**src/rtl/seq_divider.sv**
```systemverilog
// Sequential restoring divider: 16-bit dividend / 8-bit divisor -> 8-bit quotient and remainder.
// Produces one quotient bit per clock. Divide-by-zero and quotient overflow complete in a single cycle.
module seq_divider (
    input  logic        clk,
    input  logic        rst,
    input  logic        start,
    input  logic [15:0] Dividend,
    input  logic [7:0]  Divisor,
    output logic        busy,
    output logic        done,
    output logic [7:0]  Quotient,
    output logic [7:0]  Remainder,
    output logic        div_zero,
    output logic        overflow
);
    localparam logic [0:0] IDLE = 1'b0;
    localparam logic [0:0] CALC = 1'b1;

    logic [0:0] state_q, state_d;
    logic [2:0] cnt_q, cnt_d;
    logic [7:0] r_q, r_d;   // R[8] is always 0 between steps, so only 8 bits are kept
    logic [7:0] s_q, s_d;
    logic [7:0] dv_q, dv_d;
    logic       ezero_q, ezero_d, eovf_q, eovf_d;
    logic       done_q, done_d;
    logic [7:0] quot_q, quot_d, rem_q, rem_d;
    logic       dzo_q, dzo_d, ovo_q, ovo_d;

    logic [8:0] t;
    logic       ge;
    logic [7:0] r_step, s_step;

    always_comb begin
        t      = {r_q, s_q[7]};
        ge     = t >= {1'b0, dv_q};
        r_step = ge ? 8'(t - {1'b0, dv_q}) : t[7:0];
        s_step = {s_q[6:0], ge};
    end

    always_comb begin
        state_d = state_q;
        cnt_d   = cnt_q;
        r_d     = r_q;
        s_d     = s_q;
        dv_d    = dv_q;
        ezero_d = ezero_q;
        eovf_d  = eovf_q;
        done_d  = 1'b0;
        quot_d  = quot_q;
        rem_d   = rem_q;
        dzo_d   = dzo_q;
        ovo_d   = ovo_q;
        case (state_q)
            IDLE: if (start) begin
                state_d = CALC;
                cnt_d   = 3'd0;
                r_d     = Dividend[15:8];
                s_d     = Dividend[7:0];
                dv_d    = Divisor;
                ezero_d = (Divisor == 8'd0);
                eovf_d  = (Divisor != 8'd0) && (Dividend[15:8] >= Divisor);
            end
            CALC: if (ezero_q || eovf_q) begin
                // Error operations skip the iterations and report at once.
                state_d = IDLE;
                done_d  = 1'b1;
                quot_d  = 8'hFF;
                rem_d   = ezero_q ? s_q : 8'hFF;
                dzo_d   = ezero_q;
                ovo_d   = eovf_q;
            end else begin
                r_d   = r_step;
                s_d   = s_step;
                cnt_d = cnt_q + 3'd1;
                if (cnt_q == 3'd7) begin
                    state_d = IDLE;
                    done_d  = 1'b1;
                    quot_d  = s_step;
                    rem_d   = r_step;
                    dzo_d   = 1'b0;
                    ovo_d   = 1'b0;
                end
            end
            default: state_d = IDLE;
        endcase
    end

    always_ff @(posedge clk or posedge rst) begin
        if (rst) begin
            state_q <= IDLE;
            cnt_q   <= 3'd0;
            r_q     <= 8'd0;
            s_q     <= 8'd0;
            dv_q    <= 8'd0;
            ezero_q <= 1'b0;
            eovf_q  <= 1'b0;
            done_q  <= 1'b0;
            quot_q  <= 8'd0;
            rem_q   <= 8'd0;
            dzo_q   <= 1'b0;
            ovo_q   <= 1'b0;
        end else begin
            state_q <= state_d;
            cnt_q   <= cnt_d;
            r_q     <= r_d;
            s_q     <= s_d;
            dv_q    <= dv_d;
            ezero_q <= ezero_d;
            eovf_q  <= eovf_d;
            done_q  <= done_d;
            quot_q  <= quot_d;
            rem_q   <= rem_d;
            dzo_q   <= dzo_d;
            ovo_q   <= ovo_d;
        end
    end

    assign busy      = (state_q == CALC);
    assign done      = done_q;
    assign Quotient  = quot_q;
    assign Remainder = rem_q;
    assign div_zero  = dzo_q;
    assign overflow  = ovo_q;
endmodule

```
**config.mk**
```make
export PLATFORM = sky130hd
export DESIGN_NAME = seq_divider
export DESIGN_NICKNAME = d
export VERILOG_FILES = /design/src/rtl/seq_divider.sv
export SDC_FILE = /design/constraint.sdc
export NUM_CORES = 1
export LEC_CHECK = 0
export CAP_MARGIN = 20
export CORE_MARGIN = 2
export CORE_UTILIZATION = 30
export CTS_BUF_LIST = sky130_fd_sc_hd__clkbuf_16
export DETAILED_ROUTE_END_ITERATION = 12
export PLACE_DENSITY = 0.48
export SLEW_MARGIN = 40
export SYNTH_ARGS = -nofsm -noshare
export SYNTH_HDL_FRONTEND = slang
export SYNTH_SLANG_ARGS = --single-unit
```
**constraint.sdc**
```tcl
create_clock -name clk -period 2.9 [get_ports clk]
set_input_delay 0.58 -clock clk [delete_from_list [all_inputs] [get_ports clk]]
set_output_delay 0.58 -clock clk [all_outputs]
set_load 0.05 [all_outputs]
```
==> flow_summary.ini, run 1 <==
[placement]
place_ws_ps = 604
gp_congestion = 0.790
place_area_um2 = 3290
dp.cells = 433
dp_hpwl_mm = 4.92
portBuffers = 46

[detailed_routing]
vias = 2180
wl_mm = 6.67
drc = 0
viasPerCell = 4.94
ant_nets = 0
wl_per_cell_um = 15.1
dr.pass1.iters = 4
drt-initial-drc-count = 93

[clock_network]
clk_latency_ps = 290
clock-root-buffer = clkbuf_16
cts.sinks = 49
clock_path_buffers = 2
cts.htree.levels = 2
cts_buffers = 5
clkTransAtPathRegs_ps = 60
cts_hold_buf = 0
cts_tree = built
postCtsResizedCells = 0
post_cts_buffers = 0

[sta]
tns_ps = 0
maxSlewViolCount = 0
setup_slack_ps = 695
final-hold-violation-count = 0
relSlewSlack_pct = 56.5
worstMarginPinSlew_ps = 649
rsz0062_at_grt = false
max_freq_ghz = 0.454
finClkSkew_ps = 5.86
period_share_pct = 76.0
fin_crit_ps = 2200
setup_viol = 0

[global_route]
grt_overflow_total = 0
grt_use_total_pct = 14.5
grt_max_degree = 28
grt_pass1_wl_mm = 11.3
grt_pass1_vias = 2198
antenna_found_initial = 0

[power]
swShare_pct = 46.6
leakage_nw = 1.54
intPower_mw = 2.40
power_frac_clock_pct = 12.6
peakVddDrop_v = 0.000377
p_seq_share_pct = 26.8
p_comb_share_pct = 60.6
powerDensity_nw_per_um2 = 1310
p_sw_mw = 2.09

[floorplan]
core_area_um2 = 8680
die_h_um = 98.6
die_area_um2 = 9710
pin_count = 47
initial_utilization_pct = 30.9
rows = 34
die_width_um = 98.6

[yosys]
synth_top_family_by_area = compound AO/OA/AOI/OAI gates
muxShareOfSynthArea_pct = 5.60
netlist_instances = 285
ys_warn_count = 0
netlist-cell-type-count = 41
netlist.area_leader.share_pct = 45.7
avgSynthCellArea_um2 = 9.41
synth-seq-cells = 49
syn_nets = 331
yosysSeqAreaShare_pct = 45.7
synth_edf_count = 0
synth_top_cell_by_area = dfrtp_1
synthXorXnorAreaFrac_pct = 1.31
synth.area.top_cells = dfrtp_1 (46%), ha_1 (8.4%), a21oi_1 (5.2%)
dominantRegCellSynth = dfrtp_1
yosys.area_share.simple_pct = 14.4
async_flop_share_pct = 100
synthAdderAreaFrac_pct = 9.14
syn_area_um2 = 2680
synth_compound_area_share_pct = 18.4

[final_layout]
final_common_cell = dfrtp_1
n_antenna_cell = 0
syn_to_final_growth_pct = 27.9
drive_above_1_share_pct = 6.31
nets = 378
layout_common_cells = dfrtp_1 (49), clkdlybuf4s50_1 (46), a21oi_1 (28)
final_cell_area_um2 = 3430
finalNonFillerCells = 441

[setup_path]
startpoint = r_q[1]
cpMaxStageDelayCell = dfrtp_1
crit_end = r_q[0]
cp.required_ps = 3090
rr_worst_depth = 7
worstReg2RegStart = r_q[1]
rr_endpoint = r_q[0]
cp.depth = 7
critPathBufInv = 0
worstSetupStartpointType = flip-flop
crit_arrival_ps = 2400
crit_path_max_incr_delay_ps = 390
regToRegSetupSlack_ps = 700
crit_family = compound AO/OA/AOI/OAI gates
crit_chain = ha_1, nor2_1, a21oi_1, a311o_1, a31o_4, mux2_4, o221ai_1
worstSetupPathType = reg -> reg
critPathCaptureType = flip-flop
crit_fanout = 12

[worst_hold_path]
min_path_type = reg -> reg
hold_path_depth = 2

[run_status]
status = completed

[run]
drv_cap = 0
## final cells by class
cell class	count	area, um2
inverter	25	93.8
multi-input combinational	199	1310
tap	108	135
fill	897	5250
clock inverter	3	18.8
timing repair buffer	52	518
clock buffer	5	125
sequential	49	1230
## cell usage after synthesis (all sizes together) (2+ instances only)
cell type  number
inv            25
o22a            7
nor2           17
clkbuf         10
nor2b           3
mux2            2
nor4            2
mux2i          12
nand2          26
nand2b          3
and3            7
o21ai          31
xnor2           2
ha             18
nand3b          6
xor2            2
a22o            2
dfrtp          49
a31oi           2
nand3           8
a21oi          28
nor3            6
buf             2
## power groups by stage
stage / logic, mW / registers [mW] / clock network [mW]
finish: 2.72 / 1.20 / 0.567
global route: 3.03 / 1.25 / 0.623
CTS: 2.73 / 1.20 / 0.592
detailed placement: 2.73 / 1.21 / 0
global placement: 2.71 / 1.21 / 0
floorplan: 1.66 / 1.55 / 0
## worst min path at each step
| stage | to | start |
|---|---|---|
| after global placement | cnt_q[1] | cnt_q[1] |
| after detailed placement | overflow | overflow |
| after CTS | cnt_q[1] | cnt_q[1] |
| after global routing | overflow | overflow |
| after floorplan | dv_q[0] | dv_q[0] |
| final | dv_q[0] | dv_q[0] |
## flip-flops by register name, summed over array words and instances (netlist names)
signal,cells
Quotient,8
Remainder,8
dv_q,8
r_q,8
s_q,8
cnt_q,3
busy,1
div_zero,1
done,1
eovf_q,1
ezero_q,1
overflow,1
## through the flow
stage / util (%) / total power [mW] / hold WS, ps
floorplan: - / 3.21 / 450
global placement: 37.8 / 3.92 / 486
detailed placement: 37.9 / 3.94 / 491
CTS: 39.5 / 4.53 / 508
global route: 39.5 / 4.90 / 522
finish: 39.5 / 4.49 / 503
## logic make-up (layout without fill, tap and decap cells)
logic type / count (synthesis) / after routing
AO/OA/AOI/OAI: 82 / 82
XOR/XNOR: 4 / 4
adder cells (fa/ha/maj): 19 / 19
buffers and inverters: 37 / 85
multiplexers: 14 / 14
AND/OR/NAND/NOR: 80 / 80
flip-flops: 49 / 49
## metal layers
metal	GRT usage, %	part of all wire (%)	vias to the layer above
met2	22.0	43	54
met5	0	0	-
li1	-	-	1097
met3	3.05	4.7	9
met1	20.9	51	1020
met4	4.64	1.7	0
## worst register-to-register path, cell delays in order, from the launching register on
cell,delay (ps)
dfrtp_1,390
ha_1,350
nor2_1,160
a21oi_1,90
a311o_1,340
a31o_4,320
mux2_4,330
o221ai_1,140
Power figures use the tool's default switching activity.
==> run 2: changes to the inputs <==
- PLACE_DENSITY: 0.48 -> 0.5
- clock period: 2.9 -> 1.8 ns (I/O delays scaled with it)
==> flow_summary.ini, run 2 (synthesis results as in run 1) <==
[setup_path]
worstReg2RegStart = dv_q[1]
rr_worst_depth = 8
critPathCaptureType = flip-flop
path_common_cell = buf_4
cpMaxStageDelayCell = dfrtp_1
crit_end = r_q[3]
worstSetupPathType = reg -> reg
crit_fanout = 7
startpoint = dv_q[1]
worstSetupStartpointType = flip-flop
crit_path_max_incr_delay_ps = 390
regToRegSetupSlack_ps = -230
crit_chain = inv_2, ha_4, buf_4, a311o_1, a31o_4, buf_4, mux2i_4, o21ai_1
cp.required_ps = 1970
crit_arrival_ps = 2200
rr_endpoint = r_q[3]

[clock_network]
clkTransAtPathRegs_ps = 70
cts_buffers = 5
cts_hold_buf = 0
cts.htree.levels = 2
clock-root-buffer = clkbuf_16
cts_tree = built
clk_latency_ps = 290
clock_path_buffers = 2
cts.sinks = 49

[final_layout]
final_cell_area_um2 = 4100
final_common_cell = buf_4
drive_above_1_share_pct = 34.9
multi_input_area_um2 = 1520
post-route-util_pct = 47.2
syn_to_final_growth_pct = 52.8
n_fill_cell = 852
nets = 437
layout_common_cells = buf_4 (80), dfrtp_1 (49), clkdlybuf4s50_1 (25)
seq_area_um2 = 1230
n_antenna_cell = 0

[power]
powerDensity_nw_per_um2 = 2330
leakage_nw = 1.89
peakVddDrop_v = 0.000874

[global_route]
antenna_found_initial = 0
grt_max_degree = 50
grt_pass1_wl_mm = 12.4
grt_pass1_vias = 2546
grt_use_total_pct = 15.8
grt_overflow_total = 0

[floorplan]
rows = 34
die_width_um = 98.6
die_h_um = 98.6
core_area_um2 = 8680
initial_utilization_pct = 30.9
pin_count = 47
die_area_um2 = 9710

[sta]
relSlewSlack_pct = 74.9
finClkSkew_ps = 4.58
max_freq_ghz = 0.494
fin_crit_ps = 2030
rsz0062_at_grt = true
period_share_pct = 113
worstMarginPinSlew_ps = 376
maxSlewViolCount = 0
setup_viol = 18
final-hold-violation-count = 0
setup_slack_ps = -226

[placement]
place_area_um2 = 3660
portBuffers = 46
dp_hpwl_mm = 5.39
gp_congestion = 0.766

[detailed_routing]
ant_nets = 0
wl_per_cell_um = 15.1
vias = 2444
dr.pass1.iters = 6
drc = 0
drt-initial-drc-count = 72
wl_mm = 7.55
viasPerCell = 4.89

[worst_hold_path]
min_path_type = in -> async

[run_status]
status = finished with violations
violations = setup timing

[run]
drv_cap = 0
[run 2: how the worst min path moves through the flow]
| stage | to | cells after the start | slack, ps | from |
|---|---|---|---|---|
| 4_1_cts | done | 3 | 450 | rst |
| 3_3_place_gp | dv_q[0] | 2 | 470 | dv_q[0] |
| 5_1_grt | done | 3 | 480 | rst |
| 3_5_place_dp | dv_q[0] | 2 | 480 | dv_q[0] |
| 2_1_floorplan | dv_q[0] | 2 | 460 | dv_q[0] |
| 6_report | done | 3 | 430 | rst |
[run 2: metrics by stage]
| stage | setup WS (ps) | cells | hold slack (ps) | TNS, ps | power [mW] |
|---|---|---|---|---|---|
| after floorplan | -94.3 | 285 | 457 | -937 | 5.33 |
| final | -226 | 500 | 432 | -3160 | 9.53 |
| after global placement | -226 | 478 | 471 | -2860 | 7.25 |
| after detailed placement | -261 | 478 | 475 | -3600 | 7.29 |
| after CTS | -245 | 496 | 449 | -3510 | 9.16 |
| after global routing | -284 | 500 | 483 | -4000 | 10.2 |
[run 2: layout make-up]
cell class                      instances  share of cell area [%]
Clock buffer                            5                    3.05
Clock inverter                          3                    1.01
Inverter                               25                    2.29
Multi-Input combinational cell        199                    37.1
Sequential cell                        49                    29.9
Tap cell                              108                    3.30
Timing Repair Buffer                  111                    23.3
[run 2: timing repair]
action,4_1_cts,5_1_grt
gates resized for setup,15,23
setup endpoints to repair,18,26
pin swaps,8,14
buffers inserted,10,4
[run 2: routing by layer]
metal,vias up,part of all wire [%],track usage (%)
li1,1206,-,-
met1,1176,46,21.2
met2,56,49,26.8
met3,6,4.4,2.84
met4,0,0.90,3.79
met5,-,0,0
[run 2: critical path, delay by kind of cell, from the launching register on]
kind	cells	cell delay [ps]
AO/OA/AOI/OAI	3	690
buffers and inverters	3	380
multiplexers	1	230
adder cells (fa/ha/maj)	1	210
flip-flops	1	390
[run 2: report_power, final]
| part | total, mW | switching [mW] | internal (mW) | leakage, nW |
|---|---|---|---|---|
| clock | 1.08 | 0.425 | 0.651 | 0.0775 |
| combinational | 6.51 | 3.37 | 3.13 | 1.25 |
| sequential | 1.95 | 0.333 | 1.61 | 0.564 |
| total | 9.53 | 4.13 | 5.40 | 1.89 |
==> patch 1: new RTL, settings of run 2 <==
Register the output `overflow` once more, without a reset; this adds one clock of latency there. The other outputs are not delayed to match. Comments in the files are not updated.
--- a/src/rtl/seq_divider.sv
+++ b/src/rtl/seq_divider.sv
@@ -120,6 +120,8 @@
     assign Quotient  = quot_q;
     assign Remainder = rem_q;
     assign div_zero  = dzo_q;
-    assign overflow  = ovo_q;
+    always_ff @(posedge clk) begin
+        overflow <= ovo_q;
+    end
 endmodule
 
Formal check against the unedited RTL: not equivalent (Yosys sat finds a counterexample within 4 cycles, from zero or initial values and one cycle with rst high).
==> patch 1 against run 2 <==
- the flow still finishes with violations (setup timing)
- maximum frequency fell by 1.4%
- final cell count is the same
- core utilization hardly changed
- wire length up 0.50%
- total power shrank 1.5%
- sequential cell count is 1 higher
- cell area is 0.43% higher
- synthesized area rose by 0.75%
- worst setup slack lost 0.028 ns
==> patch 1: results (changes against run 2) <==
[timing]
setup_ws_ns=-0.2543  ; was -0.2262 ns
holdWs_ns=0.3817  ; was 0.4315 ns
tns_ns=-3.922  ; was -3.160 ns
finClkSkew_ns=0.005862  ; was 0.004575 ns
max-slew-margin-rel=0.7151  ; was 0.7494
setup_viol=18  ; unchanged

[synth]
yosysSeqAreaShare=0.4611  ; was 0.4571
async_reset_ff_frac=0.9800  ; was 1.000
synthTopCellsByArea=dfrtp_1 (45%), ha_1 (8.3%), a21oi_1 (5.2%), mux2i_1 (4.4%), o21ai_0 (3.7%)  ; was dfrtp_1 (46%), ha_1 (8.4%), a21oi_1 (5.2%), mux2i_1 (4.5%), o21ai_0 (3.7%)
syn-num-nets=332  ; was 331
synthXorXnorAreaFrac=0.01296  ; was 0.01306
synthDistinctLibCells=42  ; was 41
muxShareOfSynthArea=0.05556  ; was 0.05597
synth-compound-area-share=0.1824  ; was 0.1838
synth_fa_ha_area_frac=0.09074  ; was 0.09142

[global_routing]
met3_usage=0.02624  ; was 0.02837
use_met1=0.2148  ; was 0.2117
met2_usage=0.2640  ; was 0.2684
grt_pass1_wl_um=12410  ; was 12430 µm
grt_pass1_vias=2431  ; was 2546
grt.total_usage=0.1577  ; was 0.1585

[routing]
wl_met1_um=3488  ; was 3471 µm
avgRoutedWirePerCell_um=15.17  ; was 15.09 µm
drt-initial-drc-count=89  ; was 72
route.met2.wl_um=3705  ; was 3672 µm
met3_length_um=330  ; was 334 µm
vias=2447  ; was 2444
dr.pass1.iters=4  ; was 6

[run_status]
violations=setup timing  ; unchanged
outcome=finished with violations  ; unchanged

[clock_network]
clk_latency_ns=0.29  ; about the same
cts_resized=8  ; was 15
post_cts_buffers=2  ; was 10

[cells_and_area]
drive_gt1_frac=0.3418  ; was 0.3495

[hold_path]
holdCritPathClass=flop to flop  ; was primary input to asynchronous set/reset pin

[worst_setup_path]
rrSetupSlack_ns=-0.25  ; was -0.23 ns
cp_max_fo=6  ; was 7
reg2reg_from=dv_q[2]  ; was dv_q[1]
max_stage_delay_ns=0.37  ; was 0.39 ns
cp-endpoint=r_q[0]  ; was r_q[3]
worst_ep_arrival_time_ns=2.26  ; was 2.20 ns
crit_slowest_cell=dfrtp_1  ; unchanged
critPathLaunch=dv_q[2]  ; was dv_q[1]

[pwr]
power_frac_comb=0.675  ; was 0.683
seq_cell_power_mw=1.99  ; was 1.95 mW
p_switching_mw=4.096  ; was 4.131 mW
irDropWorstVdd_mv=0.7272  ; was 0.8741 mV

[placed_design]
hpwl_um=5530  ; was 5392 µm

-- patch 1: cell types whose count changed in the layout (fill, tap and decap cells not counted), sizes merged --
cell                  run 2  this run
a31o                      1         2
buf                      85        83
clkdlybuf4s50            25        26
clkinv                    1         2
clkinvlp                  1         0
dfxtp                     0         1
dlymetal6s2s              1         0
-- patch 1: area by class of cell --
class	instances	area, µm²
fillers	846	4604
multi-input cells	200	1541
flip-flops and latches	50	1246
repair buffers	109	932.1
well taps	108	135.1
clock buffers	5	125.1
inverters	25	96.34
clock inverters	3	40.04
-- patch 1: per-stage QoR --
stage	total power, mW	util	instance area, µm²	instances	setup slack (ns)
after detailed placement	7.340	0.4234	3692	482	-0.3270
after CTS	8.677	0.4472	3900	493	-0.2548
after global routing	10.09	0.4720	4116	500	-0.3110
final	9.385	0.4720	4116	500	-0.2543
after global placement	7.257	0.4228	3687	482	-0.3156
after floorplan	5.366	-	2753	286	-0.09429
==> patch 2: new RTL, config.mk and constraints of run 2 <==
Made on the original files. Register the input `Dividend` before use, cleared by the reset. The logic sees it one clock later. The other inputs are not delayed to match.
--- a/src/rtl/seq_divider.sv
+++ b/src/rtl/seq_divider.sv
@@ -15,6 +15,16 @@
 );
     localparam logic [0:0] IDLE = 1'b0;
     localparam logic [0:0] CALC = 1'b1;
+
+    logic [15:0] Dividend_q;
+
+    always_ff @(posedge clk or posedge rst) begin
+        if (rst) begin
+            Dividend_q <= '0;
+        end else begin
+            Dividend_q <= Dividend;
+        end
+    end
 
     logic [0:0] state_q, state_d;
     logic [2:0] cnt_q, cnt_d;
@@ -54,11 +64,11 @@
             IDLE: if (start) begin
                 state_d = CALC;
                 cnt_d   = 3'd0;
-                r_d     = Dividend[15:8];
-                s_d     = Dividend[7:0];
+                r_d     = Dividend_q[15:8];
+                s_d     = Dividend_q[7:0];
                 dv_d    = Divisor;
                 ezero_d = (Divisor == 8'd0);
-                eovf_d  = (Divisor != 8'd0) && (Dividend[15:8] >= Divisor);
+                eovf_d  = (Divisor != 8'd0) && (Dividend_q[15:8] >= Divisor);
             end
             CALC: if (ezero_q || eovf_q) begin
                 // Error operations skip the iterations and report at once.
Formal check against the unedited RTL: not equivalent (Yosys sat finds a counterexample within 4 cycles, from zero or initial values and one cycle with rst high).
==> patch 2 against run 2 <==
- the flow still finishes with violations (setup timing)
- synthesized cell count up 2.1%
- wire length is 10% higher
- final cell count grew 8.6%
- non-clock buffer count grew 1
- sequential cell count increased by 16
- combinational power grew 0.9%
- cell area is 13% higher
- worst setup slack worse by 0.090 ns
- via count rose by 3.8%
- sequential share of layout area is 5.1 points higher
- maximum frequency fell by 4.3%
- critical endpoint is now Remainder[4]
- die area is 15% higher
- synthesized area up 16%
- total power grew 12%
==> patch 2: results (changes against run 2) <==
[routing]
met3_length_um=284  ; was 334 µm
avgRoutedWirePerCell_um=15.30  ; was 15.09 µm
vias=2538  ; was 2444
drt-initial-drc-count=80  ; was 72
wl_met1_um=3862  ; was 3471 µm
vias_per_cell=4.674  ; was 4.888

[cells_and_area]
num-nonclk-inverters=22  ; was 25
buffer_area_frac=0.2063  ; was 0.2329
fillers=997  ; was 852
clkCellAreaFrac=0.06356  ; was 0.04060
n_all_buffers=112  ; was 111
nNetsFinal=448  ; was 437
post-route-util=0.4561  ; was 0.4723

[worst_setup_path]
reg2reg_from=dv_q[6]  ; was dv_q[1]
worstRegToRegCells=10  ; was 8
max_stage_delay_ns=0.37  ; was 0.39 ns
cp_max_fo=6  ; was 7
worst_ep_arrival_time_ns=2.31  ; was 2.20 ns
regToRegEndpoint=Remainder[4]  ; was r_q[3]

[timing]
setup_viol=18  ; unchanged
tns_ns=-4.652  ; was -3.160 ns
max-slew-margin-rel=0.5936  ; was 0.7494
finClkSkew_ns=0.005918  ; was 0.004575 ns
setup_ws_ns=-0.3167  ; was -0.2262 ns

[placed_design]
hpwl_um=6015  ; was 5392 µm
dpl.cell_count=519  ; was 478
dpl_cell_area_um2=4189  ; was 3657 µm²
globalplace.congestion=0.8620  ; was 0.7661

[global_routing]
grt_max_degree=66  ; was 50
grt_pass1_wl_um=13780  ; was 12430 µm
use_met1=0.2204  ; was 0.2117
met3_usage=0.03278  ; was 0.02837
met2_usage=0.2493  ; was 0.2684
grt.total_usage=0.1623  ; was 0.1585

[clock_network]
numCtsBuffers=9  ; was 5
numClockSinks=65  ; was 49
htreeDepth=3  ; was 2
clk_pin_slew_ns=0.05  ; was 0.07 ns
clk_latency_ns=0.33  ; was 0.29 ns

[synth]
synth-compound-area-share=0.1799  ; was 0.1838
yosysSeqAreaShare=0.5244  ; was 0.4571
synth_fa_ha_area_frac=0.07906  ; was 0.09142
synthTopCellsByArea=dfrtp_1 (52%), ha_1 (7.3%), o21ai_0 (5.0%), mux2i_1 (4.5%), nand2_1 (4.0%)  ; was dfrtp_1 (46%), ha_1 (8.4%), a21oi_1 (5.2%), mux2i_1 (4.5%), o21ai_0 (3.7%)
syn-num-nets=337  ; was 331
muxShareOfSynthArea=0.05486  ; was 0.05597
syn_avg_cell_area_um2=10.66  ; was 9.413 µm²
synthXorXnorAreaFrac=0.01412  ; was 0.01306

[floorplan]
core-area_um2=10180  ; was 8678 µm²

[pwr]
irDropWorstVdd_mv=1.256  ; was 0.8741 mV
p_switching_mw=4.452  ; was 4.131 mW
seqPwrFrac=0.226  ; was 0.204

[run_status]
violations=setup timing  ; unchanged
outcome=finished with violations  ; unchanged

-- patch 2: changes by cell type after synthesis, moves of 5 or more --
cell | run 2 | this run
dfrtp_1 | 49 | 65
a21oi_1 | 28 | 13
nor2_1 | 17 | 5
o21ai_0 | 20 | 31
nand2_1 | 26 | 33
a22oi_1 | 1 | 7
and3_1 | 7 | 2
-- patch 2: repair_timing --
action                                  CTS  global route
endpoints found under the setup margin   17            26
buffers inserted                          3             5
hold endpoints to repair                  0             0
resized for setup                         4            21
pin swaps                                 0             7
-- patch 2: power by group through the flow --
stage                     registers [mW]  clock network [mW]  logic [mW]
final                               2.42                1.71        6.57
after global routing                2.49                1.85        7.13
after CTS                           2.43                1.77        6.12
after detailed placement            2.45                   0        5.86
after global placement              2.45                   0        5.82
after floorplan                     3.03                   0        2.89
